$ cat src/rtl/exe_div_ctrl_pkg.sv
// Shared constants, FSM encoding and a sign helper for the iterative divider.
package exe_div_ctrl_pkg;

    localparam logic [6:0]  INST_TYPE_R_M = 7'b0110011;
    localparam logic [6:0]  FUNCT7_MULDIV = 7'b0000001;

    localparam logic [2:0]  INST_DIV  = 3'b100;
    localparam logic [2:0]  INST_DIVU = 3'b101;
    localparam logic [2:0]  INST_REM  = 3'b110;
    localparam logic [2:0]  INST_REMU = 3'b111;

    localparam logic [31:0] ZERO          = 32'h0000_0000;
    localparam logic        WRITE_ENABLE  = 1'b1;
    localparam logic        WRITE_DISABLE = 1'b0;

    typedef enum logic [1:0] {
        S_IDLE = 2'd0,
        S_CALC = 2'd1,
        S_DONE = 2'd2
    } div_state_e;

    function automatic logic [31:0] abs32(input logic [31:0] v, input logic is_signed);
        return (is_signed && v[31]) ? (~v + 32'd1) : v;
    endfunction

endpackage

$ cat src/rtl/exe_div_core.sv
// Restoring shift-subtract datapath: one quotient bit per step, MSB first.
module exe_div_core #(
    parameter int DATA_WIDTH = 32
) (
    input  logic                  clk_i,
    input  logic                  rst_n_i,
    input  logic                  load_i,
    input  logic                  step_i,
    input  logic [DATA_WIDTH-1:0] dividend_i,
    input  logic [DATA_WIDTH-1:0] divisor_i,
    output logic [DATA_WIDTH-1:0] quot_o,
    output logic [DATA_WIDTH-1:0] rem_o
);

    logic [DATA_WIDTH-1:0] rem_q, rem_d;
    logic [DATA_WIDTH-1:0] quot_q, quot_d;
    logic [DATA_WIDTH-1:0] dsr_q, dsr_d;
    logic [DATA_WIDTH:0]   shifted;
    logic [DATA_WIDTH:0]   diff;

    // quot_q starts as the dividend; its MSB feeds the remainder while quotient bits enter at the LSB
    always_comb begin
        shifted = {rem_q, quot_q[DATA_WIDTH-1]};
        diff    = shifted - {1'b0, dsr_q};
        rem_d   = rem_q;
        quot_d  = quot_q;
        dsr_d   = dsr_q;
        if (load_i) begin
            rem_d  = '0;
            quot_d = dividend_i;
            dsr_d  = divisor_i;
        end else if (step_i) begin
            if (!diff[DATA_WIDTH]) begin
                rem_d  = diff[DATA_WIDTH-1:0];
                quot_d = {quot_q[DATA_WIDTH-2:0], 1'b1};
            end else begin
                rem_d  = shifted[DATA_WIDTH-1:0];
                quot_d = {quot_q[DATA_WIDTH-2:0], 1'b0};
            end
        end
    end

    always_ff @(posedge clk_i) begin
        if (!rst_n_i) begin
            rem_q  <= '0;
            quot_q <= '0;
            dsr_q  <= '0;
        end else begin
            rem_q  <= rem_d;
            quot_q <= quot_d;
            dsr_q  <= dsr_d;
        end
    end

    assign quot_o = quot_q;
    assign rem_o  = rem_q;

endmodule

$ cat src/rtl/exe_div_ctrl.sv
// RV32M DIV/DIVU/REM/REMU controller: decode, sign handling, special cases and write-back.
module exe_div_ctrl
    import exe_div_ctrl_pkg::*;
#(
    parameter int DATA_WIDTH = 32
) (
    input  logic                  clk_i,
    input  logic                  rst_n_i,
    input  logic                  valid_i,
    input  logic                  flush_i,
    input  logic [31:0]           inst_i,
    input  logic [DATA_WIDTH-1:0] op1_i,
    input  logic [DATA_WIDTH-1:0] op2_i,
    output logic                  stall_o,
    output logic [DATA_WIDTH-1:0] reg_wdata_o,
    output logic                  reg_we_o
);

    localparam int CNT_W = $clog2(DATA_WIDTH);

    div_state_e            state_q, state_d;
    logic [CNT_W-1:0]      count_q, count_d;
    logic [1:0]            f3_q, f3_d;
    logic                  sign1_q, sign1_d;
    logic                  sign2_q, sign2_d;
    logic                  special_q, special_d;
    logic [DATA_WIDTH-1:0] spec_res_q, spec_res_d;

    logic [6:0]            opcode;
    logic [6:0]            funct7;
    logic [2:0]            funct3;
    logic                  start;
    logic                  is_signed_op;
    logic                  overflow;
    logic                  core_load;
    logic                  core_step;
    logic [DATA_WIDTH-1:0] core_quot;
    logic [DATA_WIDTH-1:0] core_rem;
    logic [DATA_WIDTH-1:0] result;
    logic                  unused_inst_bits;

    assign opcode = inst_i[6:0];
    assign funct3 = inst_i[14:12];
    assign funct7 = inst_i[31:25];
    assign unused_inst_bits = ^{inst_i[24:15], inst_i[11:7]};

    assign start        = valid_i && (opcode == INST_TYPE_R_M) && (funct7 == FUNCT7_MULDIV) && funct3[2];
    assign is_signed_op = !funct3[0];
    assign overflow     = is_signed_op && (op1_i == {1'b1, {(DATA_WIDTH-1){1'b0}}})
                          && (op2_i == {DATA_WIDTH{1'b1}});

    always_comb begin
        state_d    = state_q;
        count_d    = count_q;
        f3_d       = f3_q;
        sign1_d    = sign1_q;
        sign2_d    = sign2_q;
        special_d  = special_q;
        spec_res_d = spec_res_q;
        stall_o    = 1'b0;
        core_load  = 1'b0;
        core_step  = 1'b0;
        if (flush_i) begin
            state_d = S_IDLE;
        end else begin
            unique case (state_q)
                S_IDLE: begin
                    if (start) begin
                        stall_o = 1'b1;
                        f3_d    = funct3[1:0];
                        if (op2_i == '0) begin
                            special_d  = 1'b1;
                            spec_res_d = funct3[1] ? op1_i : {DATA_WIDTH{1'b1}};
                            state_d    = S_DONE;
                        end else if (overflow) begin
                            special_d  = 1'b1;
                            spec_res_d = funct3[1] ? '0 : op1_i;
                            state_d    = S_DONE;
                        end else begin
                            special_d = 1'b0;
                            sign1_d   = is_signed_op && op1_i[DATA_WIDTH-1];
                            sign2_d   = is_signed_op && op2_i[DATA_WIDTH-1];
                            core_load = 1'b1;
                            count_d   = CNT_W'(DATA_WIDTH - 1);
                            state_d   = S_CALC;
                        end
                    end
                end
                S_CALC: begin
                    stall_o   = 1'b1;
                    core_step = 1'b1;
                    if (count_q == '0) begin
                        state_d = S_DONE;
                    end else begin
                        count_d = count_q - 1'b1;
                    end
                end
                S_DONE: begin
                    state_d = S_IDLE;
                end
                default: begin
                    state_d = S_IDLE;
                end
            endcase
        end
    end

    always_ff @(posedge clk_i) begin
        if (!rst_n_i) begin
            state_q    <= S_IDLE;
            count_q    <= '0;
            f3_q       <= '0;
            sign1_q    <= 1'b0;
            sign2_q    <= 1'b0;
            special_q  <= 1'b0;
            spec_res_q <= '0;
        end else begin
            state_q    <= state_d;
            count_q    <= count_d;
            f3_q       <= f3_d;
            sign1_q    <= sign1_d;
            sign2_q    <= sign2_d;
            special_q  <= special_d;
            spec_res_q <= spec_res_d;
        end
    end

    exe_div_core #(
        .DATA_WIDTH (DATA_WIDTH)
    ) u_core (
        .clk_i      (clk_i),
        .rst_n_i    (rst_n_i),
        .load_i     (core_load),
        .step_i     (core_step),
        .dividend_i (abs32(op1_i, is_signed_op)),
        .divisor_i  (abs32(op2_i, is_signed_op)),
        .quot_o     (core_quot),
        .rem_o      (core_rem)
    );

    // Magnitude result is corrected for sign only when leaving DONE; f3_q[1] selects remainder
    always_comb begin
        result = core_quot;
        if (special_q) begin
            result = spec_res_q;
        end else begin
            unique case (f3_q)
                2'b00:   result = (sign1_q ^ sign2_q) ? (~core_quot + 1'b1) : core_quot;
                2'b01:   result = core_quot;
                2'b10:   result = sign1_q ? (~core_rem + 1'b1) : core_rem;
                default: result = core_rem;
            endcase
        end
    end

    assign reg_we_o    = ((state_q == S_DONE) && !flush_i) ? WRITE_ENABLE : WRITE_DISABLE;
    assign reg_wdata_o = reg_we_o ? result : ZERO;

endmodule

$ cat config.mk
export PLATFORM = sky130hd
export DESIGN_NAME = exe_div_ctrl
export DESIGN_NICKNAME = d
export VERILOG_FILES = /design/src/rtl/exe_div_ctrl_pkg.sv /design/src/rtl/exe_div_core.sv /design/src/rtl/exe_div_ctrl.sv
export SDC_FILE = /design/constraint.sdc
export NUM_CORES = 1
export LEC_CHECK = 0
export ABC_AREA = 0
export CAP_MARGIN = 20
export CORE_MARGIN = 3
export CORE_UTILIZATION = 51
export DETAILED_ROUTE_END_ITERATION = 8
export PLACE_DENSITY = 0.74
export SYNTH_ARGS = -nofsm -noshare
export SYNTH_HDL_FRONTEND = slang
export SYNTH_SLANG_ARGS = --single-unit
$ cat constraint.sdc
create_clock -name clk_i -period 4.2 [get_ports clk_i]
set_input_delay 0.42 -clock clk_i [delete_from_list [all_inputs] [get_ports clk_i]]
set_output_delay 0.42 -clock clk_i [all_outputs]
set_load 0.01 [all_outputs]
# --- Word level (Yosys, flattened, before mapping) ---
# Cells that the tools add are included.
classes:
  multipliers: 0
  reduce_logical: 24
  n_shift: 0
  bitwise: 9
  div: 0
  n_addsub: 6
  n_lt_le_gt_ge: 0
  n_mux: 38
  n_eq_ne: 13
ops:
  columns: ["op", "n"]
  rows:
  - ["$mux W32", 13]
  - ["$add A32 B1 Y32 const B", 4]
  - ["$not A32 Y32", 4]
  - ["$pmux W32 S3", 1]
  - ["$eq A32 B32 Y1 const B", 2]
  - ["$sub A33 B32 Y33", 1]
  - ["$logic_not A32 Y1", 1]
  - ["$mux W5", 4]
  - ["$mux W1", 13]
  - ["$ne A2 B2 Y1 const B", 5]
  - ["$pmux W5 S2", 1]
  - ["$logic_and A1 B1 Y1", 8]
  - ["$mux W2", 4]
  - ["$eq A7 B1 Y1 const B", 1]
  - ["$eq A7 B6 Y1 const B", 1]
  - ["$reduce_and A6 Y1", 1]
  - ["$reduce_bool A2 Y1", 3]
  - ["$logic_not A5 Y1", 1]
  - ["$reduce_and A5 Y1", 1]
  - ["$sub A5 B1 Y5 const B", 1]
  - ["$eq A2 B1 Y1 const B", 2]
  - ["$eq A2 B2 Y1 const B", 2]
  - ["$logic_not A2 Y1", 2]
  - ["$not A1 Y1", 4]
  - ["other kinds (8)", 10]
word_totals:
  ram_bits: 0
  n_memories: 0
  in_bits: 100
  rom_bits: 0
  reg_bits: 140
  wordCells: 100
  latch_bits: 0
  output_inout_bits: 34

# --- Logic depth before layout (Yosys ltp) ---
# Gate-level depths: netlist of run 1.
depth:
  ltp_word: 9
  ltp_mapped: 14
  ltp_nobuf: 13

# --- Modules after synthesis ---
# From an unflattened synthesis of run 1, not the netlist that was laid out.
unflattened:
  cells_unflattened: 1550
  hier_area_um2: 11932.7
modules_own_cells:
  columns: ["mod", "n_inst", "cells_each", "seq_area_each_um2", "area_each_um2"]
  rows:
  - ["exe_div_core", 1, 718, 1921.8, 6157.2]
  - ["exe_div_ctrl", 1, 832, 880.8, 5775.5]

# --- Worst setup path after synthesis of run 1 ---
# OpenSTA, ideal clock, no wires.
synth_path:
  path_kind: "flip-flop to output port"
  from: "register u_core.quot_q[10] (netlist: u_core.quot_o[10])"
  to: "output port reg_wdata_o[25]"
  t_arrival_ns: 2.828
  path_slack_ns: 0.952
  path_buffers: 1
  path_stages_with_launch: 10
  cell_sequence: "dfxtp_1 -> or4_4 -> or4_1 -> or4_1 -> buf_6 -> o41ai_2 -> xnor2_1 -> nor2_1 -> a211o_1 -> a21oi_1"
synth_via:
  elab_chain_cells: 6
synth_rtl:
  columns: ["element", "line", "source"]
  rows:
  - ["from (decl)", "exe_div_core.sv:16", "logic [DATA_WIDTH-1:0] quot_q, quot_d;"]
  - ["from (signal assigned)", "exe_div_core.sv:50", "quot_q <= quot_d;"]
  - ["$not A32 Y32", "exe_div_ctrl.sv:148", "2'b00: result = (sign1_q ^ sign2_q) ? (~core_quot + 1'b1) : core_quot;"]
  - ["$add A32 B1 Y32", "exe_div_ctrl.sv:148", null]
  - ["$mux W32", "exe_div_ctrl.sv:148", null]
  - ["$pmux W32 S3", "exe_div_ctrl.sv:147", "unique case (f3_q)"]
  - ["$mux W32", "exe_div_ctrl.sv:144", "if (special_q) begin"]
  - ["$mux W32", "exe_div_ctrl.sv:157", "assign reg_wdata_o = reg_we_o ? result : ZERO;"]
  - ["to (decl)", "exe_div_ctrl.sv:15", "output logic [DATA_WIDTH-1:0] reg_wdata_o,"]
# No other way between the ends.

# --- Worst setup path in the final report of run 1 ---
layout_path:
  from: "register u_core.rem_q[9] (netlist: u_core.rem_o[9])"
  to: "output port reg_wdata_o[30]"
layout_via:
  elab_chain_cells: 6
layout_rtl:
  columns: ["element", "line", "source"]
  rows:
  - ["from (decl)", "exe_div_core.sv:15", "logic [DATA_WIDTH-1:0] rem_q, rem_d;"]
  - ["from (signal assigned)", "exe_div_core.sv:49", "rem_q <= rem_d;"]
  - ["$not A32 Y32", "exe_div_ctrl.sv:150", "2'b10: result = sign1_q ? (~core_rem + 1'b1) : core_rem;"]
  - ["$add A32 B1 Y32", "exe_div_ctrl.sv:150", null]
  - ["$mux W32", "exe_div_ctrl.sv:150", null]
  - ["$pmux W32 S3", "exe_div_ctrl.sv:147", null]
  - ["$mux W32", "exe_div_ctrl.sv:144", null]
  - ["$mux W32", "exe_div_ctrl.sv:157", null]
# No other way between the ends.

==> results.yml, run 1 <==
sta:
  fin_crit_sh: 0.973
  setup_viol: 0
  slew_headroom: 0.418
  finalHoldViolCount: 0
  worst_slew_pin_slew_ns: 0.872
  whs_ns: 0.486
  maxSlewViolCount: 0
  finalWorstPathRequiredPeriod_ns: 4.09
  skew_ns: 0.0142
  fmax_mhz: 245
synthesis:
  synth.area.top_cells: "dfxtp_1, a21oi_1, xnor2_1"
  synth_top_area_frac: 0.254
  synth-edff-count: 0
  ys_types: 77
  avgSynthCellArea_sq_um: 7.37
  synth_ff_type: "dfxtp_1"
  yosys.area.top_type: "dfxtp_1"
  async_flop_share: 0
  synth-seq-area-share: 0.254
  syn-num-nets: 1638
  netlist_instances: 1498
  synth-seq-cells: 140
  ys_warn_count: 0
  syn_area_sq_um: 11000
place:
  gp_congestion: 0.954
  hpwlAfterDp_mm: 24.3
  port_buffers: 118
  dpl.cell_count: 1828
power:
  p_per_area_nw_per_um2: 237
  vdd_drop_max_mv: 0.253
  power_frac_seq: 0.427
  power.switching_mw: 0.814
  leakagePower_nw: 5.40
  p_int_mw: 2.30
  comb_power_share: 0.084
  clkPwrFrac: 0.490
  p_sw_frac: 0.262
final_layout:
  final_common_cell: "a21oi_1"
  mostFrequentLayoutCells: "a21oi_1, nor2_1, dfxtp_1"
  nets: 1712
  n_antenna_cell: 0
  drive_gt1_frac: 0.0700
  layout.cells.non_filler: 1860
  fin_util: 0.621
  area_growth_pct: 19.0
min_path:
  hold_class: "reg -> reg"
  hold_end: "count_q[3]"
  hold_start: "count_q[3]"
  holdPathStages: 2
clock_network:
  cts_max_level: 4
  numCtsBuffers: 17
  cts_tree: "done"
  clk_latency_ns: 0.44
  post_cts_buffers: 0
  cts_root_buf: "clkbuf_16"
  clk_path_buf_depth: 2
  path_clk_slew_ns: 0.06
  cts.sinks: 140
worst_setup_path:
  path_class: "reg -> out"
  r2r_start: "u_core.quot_o[31]"
  timing.rr.end: "u_core.rem_o[21]"
  cp-startpoint: "u_core.rem_o[9]"
  required_ns: 3.78
  crit_fanout: 4
  endpoint_kind: "output port"
  arrival_ns: 3.67
  r2r_cells: 13
  worstSetupStartpointType: "flop"
  rrSetupSlack_ns: 0.54
die:
  io_pins: 134
  rows: 53
  fp.coreArea_sq_um: 21200
  fp.dieW_microns: 153
  fp.dieH_microns: 153
  die-area_sq_um: 23400
  start_util: 0.522
global_routing:
  grt_antenna_before_repair: 0
  grt_first_pass_wirelength_mm: 53.7
  grt_overflow: 0
  grt_max_degree: 61
  grt_pass1_vias: 10400
  grt_use_total: 0.275
detailed_routing:
  drc: 0
  vias: 11400
  routedWlPerCell_microns: 18.1
  drt_iter0_markers: 971
  routed_via_density: 6.13
  ant_nets: 0
  firstDrtPassIters: 8
  routed_wl_mm: 33.6
outcome:
  status: "finished clean"
job:
  maxCapViolations: 0
[synthesized netlist by cell type, drive strengths merged (4+ instances only)]
master and n:
mux2i 21, nand4 15, and2 5, dfxtp 140, o21a 4, xnor2 83
nand3b 4, ha 39, nor4b 4, o211ai 17, a21boi 9, o211a 34
a21oi 166, o41ai 12, and3 4, or4 16, or2 4, nand3 24
clkbuf 82, nor3 38, o31ai 17, a221oi 27, buf 20, xor2 61
a21o 14, inv 68, a31oi 20, a22oi 6, o21ai 123, nor2 169
nor2b 35, nand2 121, or3 7, nand2b 11, a211oi 24, nor4 17
[cells by family after synthesis]
group | count (synthesis) | synth area share
AOI/OAI and AO/OA | 496 | 0.287
xor gates and xnor gates | 144 | 0.114
and+or+nand+nor | 485 | 0.214
adders and majority gates | 40 | 0.0460
DFF | 140 | 0.254
muxes | 21 | 0.0190
buffers and inverters | 172 | 0.0654
[sequential cells by signal, summed over array words and instances (netlist names)]
register,count
spec_res_q,32
u_core.dsr_q,32
u_core.quot_o,32
u_core.rem_o,32
count_q,5
f3_q,2
state_q,2
sign1_q,1
sign2_q,1
special_q,1
[through the flow]
step	setup slack, ns	power (mW)	setup TNS [ns]	area [sq um]
4_1_cts	0.00549	3.12	0	13100
3_5_place_dp	0.277	1.61	0	12500
3_3_place_gp	0.274	1.61	0	12500
5_1_grt	-0.0268	3.20	-0.0446	13100
6_report	0.115	3.11	0	13100
2_1_floorplan	0.952	1.47	0	11000
[repair_timing]
action                                  CTS  global route
hold endpoints to repair                  0             0
endpoints found under the setup margin    6            15
hold buffers                              0             0
resized for setup                        12            11
gates cloned                              0             0
pin swaps                                 2             1
[power groups by stage]
stage               Sequential, mW  Clock (mW)  Combinational [mW]
finish                        1.33        1.52               0.260
floorplan                     1.36           0               0.112
global placement              1.36           0               0.254
CTS                           1.33        1.54               0.257
global route                  1.33        1.59               0.280
detailed placement            1.36           0               0.256
[area by class of cell]
type / count / area, sq um
well taps: 275 / 344
multi-input cells: 1186 / 7620
inverters: 69 / 259
clock buffers: 17 / 425
flip-flops and latches: 140 / 2810
clock inverters: 15 / 156
fillers: 1951 / 8020
repair buffers: 158 / 1530
[layer usage]
layer,global-route usage,part of all wire,vias up
met1,0.380,0.44,5360
met5,0,0,-
met3,0.0549,0.083,55
li1,-,-,5532
met4,0.0768,0.020,0
met2,0.439,0.46,461
[worst max-delay path, stage by stage (launching register included)]
cell and delay [ns]:
dfxtp_1 0.31, or4_1 0.67, nor4_4 0.31, nor4b_2 0.28, buf_4 0.18, and2_1 0.20, a21oi_1 0.10, xnor2_1 0.19
a211oi_1 0.32, a31o_2 0.16, clkdlybuf4s50_1 0.53
[how the worst max path moves through the flow]
stage | slack (ns) | cells after the start | endpoint
after floorplan | 0.95 | 9 | reg_wdata_o[25]
after global placement | 0.27 | 10 | reg_wdata_o[29]
after detailed placement | 0.28 | 13 | spec_res_q[3]
after CTS | 0.005 | 10 | reg_wdata_o[21]
after global routing | -0.03 | 10 | reg_wdata_o[26]
final | 0.11 | 10 | reg_wdata_o[30]
(Power assumes the default switching activity.)
==> run 2, diff against run 1 <==
--- a/config.mk
+++ b/config.mk
@@ -8,9 +8,8 @@
 export ABC_AREA = 0
 export CAP_MARGIN = 20
 export CORE_MARGIN = 3
-export CORE_UTILIZATION = 51
+export CORE_UTILIZATION = 40
 export DETAILED_ROUTE_END_ITERATION = 8
-export PLACE_DENSITY = 0.74
 export SYNTH_ARGS = -nofsm -noshare
 export SYNTH_HDL_FRONTEND = slang
 export SYNTH_SLANG_ARGS = --single-unit
==> run 2 against run 1 <==
  * Combinational power is essentially flat
  * Cell count increased by 3.7%
  * Core utilization decreased by 13 points
  * Cell area increased by 0.48%
  * Sequential power about the same
  * Critical path depth unchanged
  * Register-to-register slack lost 0.18 ns
  * Global-route usage fell by 4.2 points
  * Worst setup slack got worse by 0.036 ns
  * Routed wire length up 4.1%
  * Flip-flop and latch count unchanged
  * Clock power hardly changed
==> results.yml, run 2 (synthesized netlist as in run 1, its figures left out) <==
place:
  gp_congestion: 0.888
  pre_cts_ws_ns: 0.0504
  port_buffers: 118
  dpl.cell_count: 1897
  hpwlAfterDp_mm: 25.9
min_path:
  hold_start: "u_core.dsr_q[0]"
  hold_class: "reg -> reg"
  holdPathStages: 2
  hold_end: "u_core.dsr_q[0]"
sta:
  worst_slew_pin_slew_ns: 0.996
  finalWorstPathRequiredPeriod_ns: 4.12
  fin_crit_sh: 0.981
  setup_ws_ns: 0.0784
  finalHoldViolCount: 0
  slew_headroom: 0.336
  fmax_mhz: 243
  maxSlewViolCount: 0
  skew_ns: 0.0123
  setup_viol: 0
detailed_routing:
  vias: 11100
  routedWlPerCell_microns: 18.1
  drc: 0
  ant_nets: 0
  drt_iter0_markers: 879
  firstDrtPassIters: 5
  routed_wl_mm: 35.0
  routed_via_density: 5.76
worst_setup_path:
  worstSetupStartpointType: "flop"
  crit_fanout: 4
  r2r_start: "u_core.quot_o[31]"
  arrival_ns: 3.70
  r2r_cells: 13
  path_class: "reg -> out"
  path_cells: "or4_1 > nor4_4 > nor4b_2 > buf_4 > and2_1 > a21oi_1 > xnor2_1 > a211oi_2 > a31o_2 > clkdlybuf4s50_1"
  slowest_delay_ns: 0.67
  cp_slowest_cell: "or4_1"
  rrSetupSlack_ns: 0.36
  endpoint_kind: "output port"
  required_ns: 3.78
  timing.rr.end: "u_core.rem_o[27]"
clock_network:
  clk_path_buf_depth: 2
  cts_max_level: 4
  path_clk_slew_ns: 0.07
  holdBufCountCts: 0
  cts.sinks: 140
  clk_latency_ns: 0.44
  cts_tree: "done"
  cts_root_buf: "clkbuf_16"
  numCtsBuffers: 17
die:
  die-area_sq_um: 29600
  fp.coreArea_sq_um: 27000
  rows: 60
  fp.dieW_microns: 172
  start_util: 0.408
  fp.dieH_microns: 172
  io_pins: 134
final_layout:
  nets: 1715
  fillCellCount: 2718
  area_growth_pct: 19.6
  mostFrequentLayoutCells: "a21oi_1, nor2_1, dfxtp_1"
  n_antenna_cell: 0
  layout.cells.non_filler: 1929
  drive_gt1_frac: 0.0718
  final_common_cell: "a21oi_1"
power:
  p_total_mw: 3.09
  leakagePower_nw: 5.41
  vdd_drop_max_mv: 0.206
  p_per_area_nw_per_um2: 234
global_routing:
  grt_first_pass_wirelength_mm: 55.2
  grt_antenna_before_repair: 0
  grt_max_degree: 79
  grt_pass1_vias: 10400
  grt_use_total: 0.233
  grt_overflow: 0
job:
  maxCapViolations: 0
outcome:
  status: "finished clean"
==> run 2: repair_timing <==
item	4_1_cts	5_1_grt
pin swaps	2	3
buffers inserted	0	0
resized for setup	12	9
cloned	0	0
endpoints found under the setup margin	9	15
==> run 2: report_power, final <==
| group | total, mW | switching (mW) | internal, mW |
|---|---|---|---|
| Combinational | 0.260 | 0.131 | 0.129 |
| Clock | 1.50 | 0.663 | 0.842 |
| Sequential | 1.33 | 0.0000123 | 1.33 |
==> run 2: area by class of cell <==
type,count,area [sq um],share of cell area
Inverter,69,259,0.0196
Multi-Input combinational cell,1186,7600,0.576
Clock buffer,18,439,0.0333
Timing Repair Buffer,161,1530,0.116
Sequential cell,140,2810,0.213
Tap cell,341,427,0.0323
Clock inverter,14,138,0.0104
==> run 2: worst max-delay path by stage <==
stage / slack (ns) / endpoint / start
6_report: 0.08 / reg_wdata_o[30] / u_core.rem_o[9]
5_1_grt: -0.06 / reg_wdata_o[30] / u_core.quot_o[3]
4_1_cts: 0.002 / reg_wdata_o[30] / u_core.quot_o[2]
3_5_place_dp: 0.05 / u_core.rem_o[31] / op2_i[0]
3_3_place_gp: 0.14 / u_core.rem_o[31] / op2_i[0]
2_1_floorplan: 0.95 / reg_wdata_o[25] / u_core.quot_o[10]
==> run 2: layer usage <==
| layer | routed length (microns) | GRT usage |
|---|---|---|
| met1 | 16600 | 0.328 |
| met2 | 15900 | 0.378 |
| met3 | 1990 | 0.0370 |
| met4 | 455 | 0.0486 |
| met5 | 0 | 0 |
==> run 2: worst max-delay path, delay by kind of cell, from the launching register on <==
kind	cells	cell delay (ns)
AND/OR/NAND/NOR	4	1.43
flip-flops	1	0.32
AO/OA/AOI/OAI	3	0.60
buffers and inverters	2	0.71
XOR/XNOR	1	0.21
==> run 2: stage by stage <==
step / util / setup TNS, ns / hold slack (ns) / cell area [sq um]
floorplan: - / 0 / 0.447 / 11000
CTS: 0.487 / 0 / 0.475 / 13200
global placement: 0.465 / 0 / 0.462 / 12600
detailed placement: 0.465 / 0 / 0.467 / 12600
global route: 0.488 / -0.0659 / 0.507 / 13200
finish: 0.488 / 0 / 0.471 / 13200
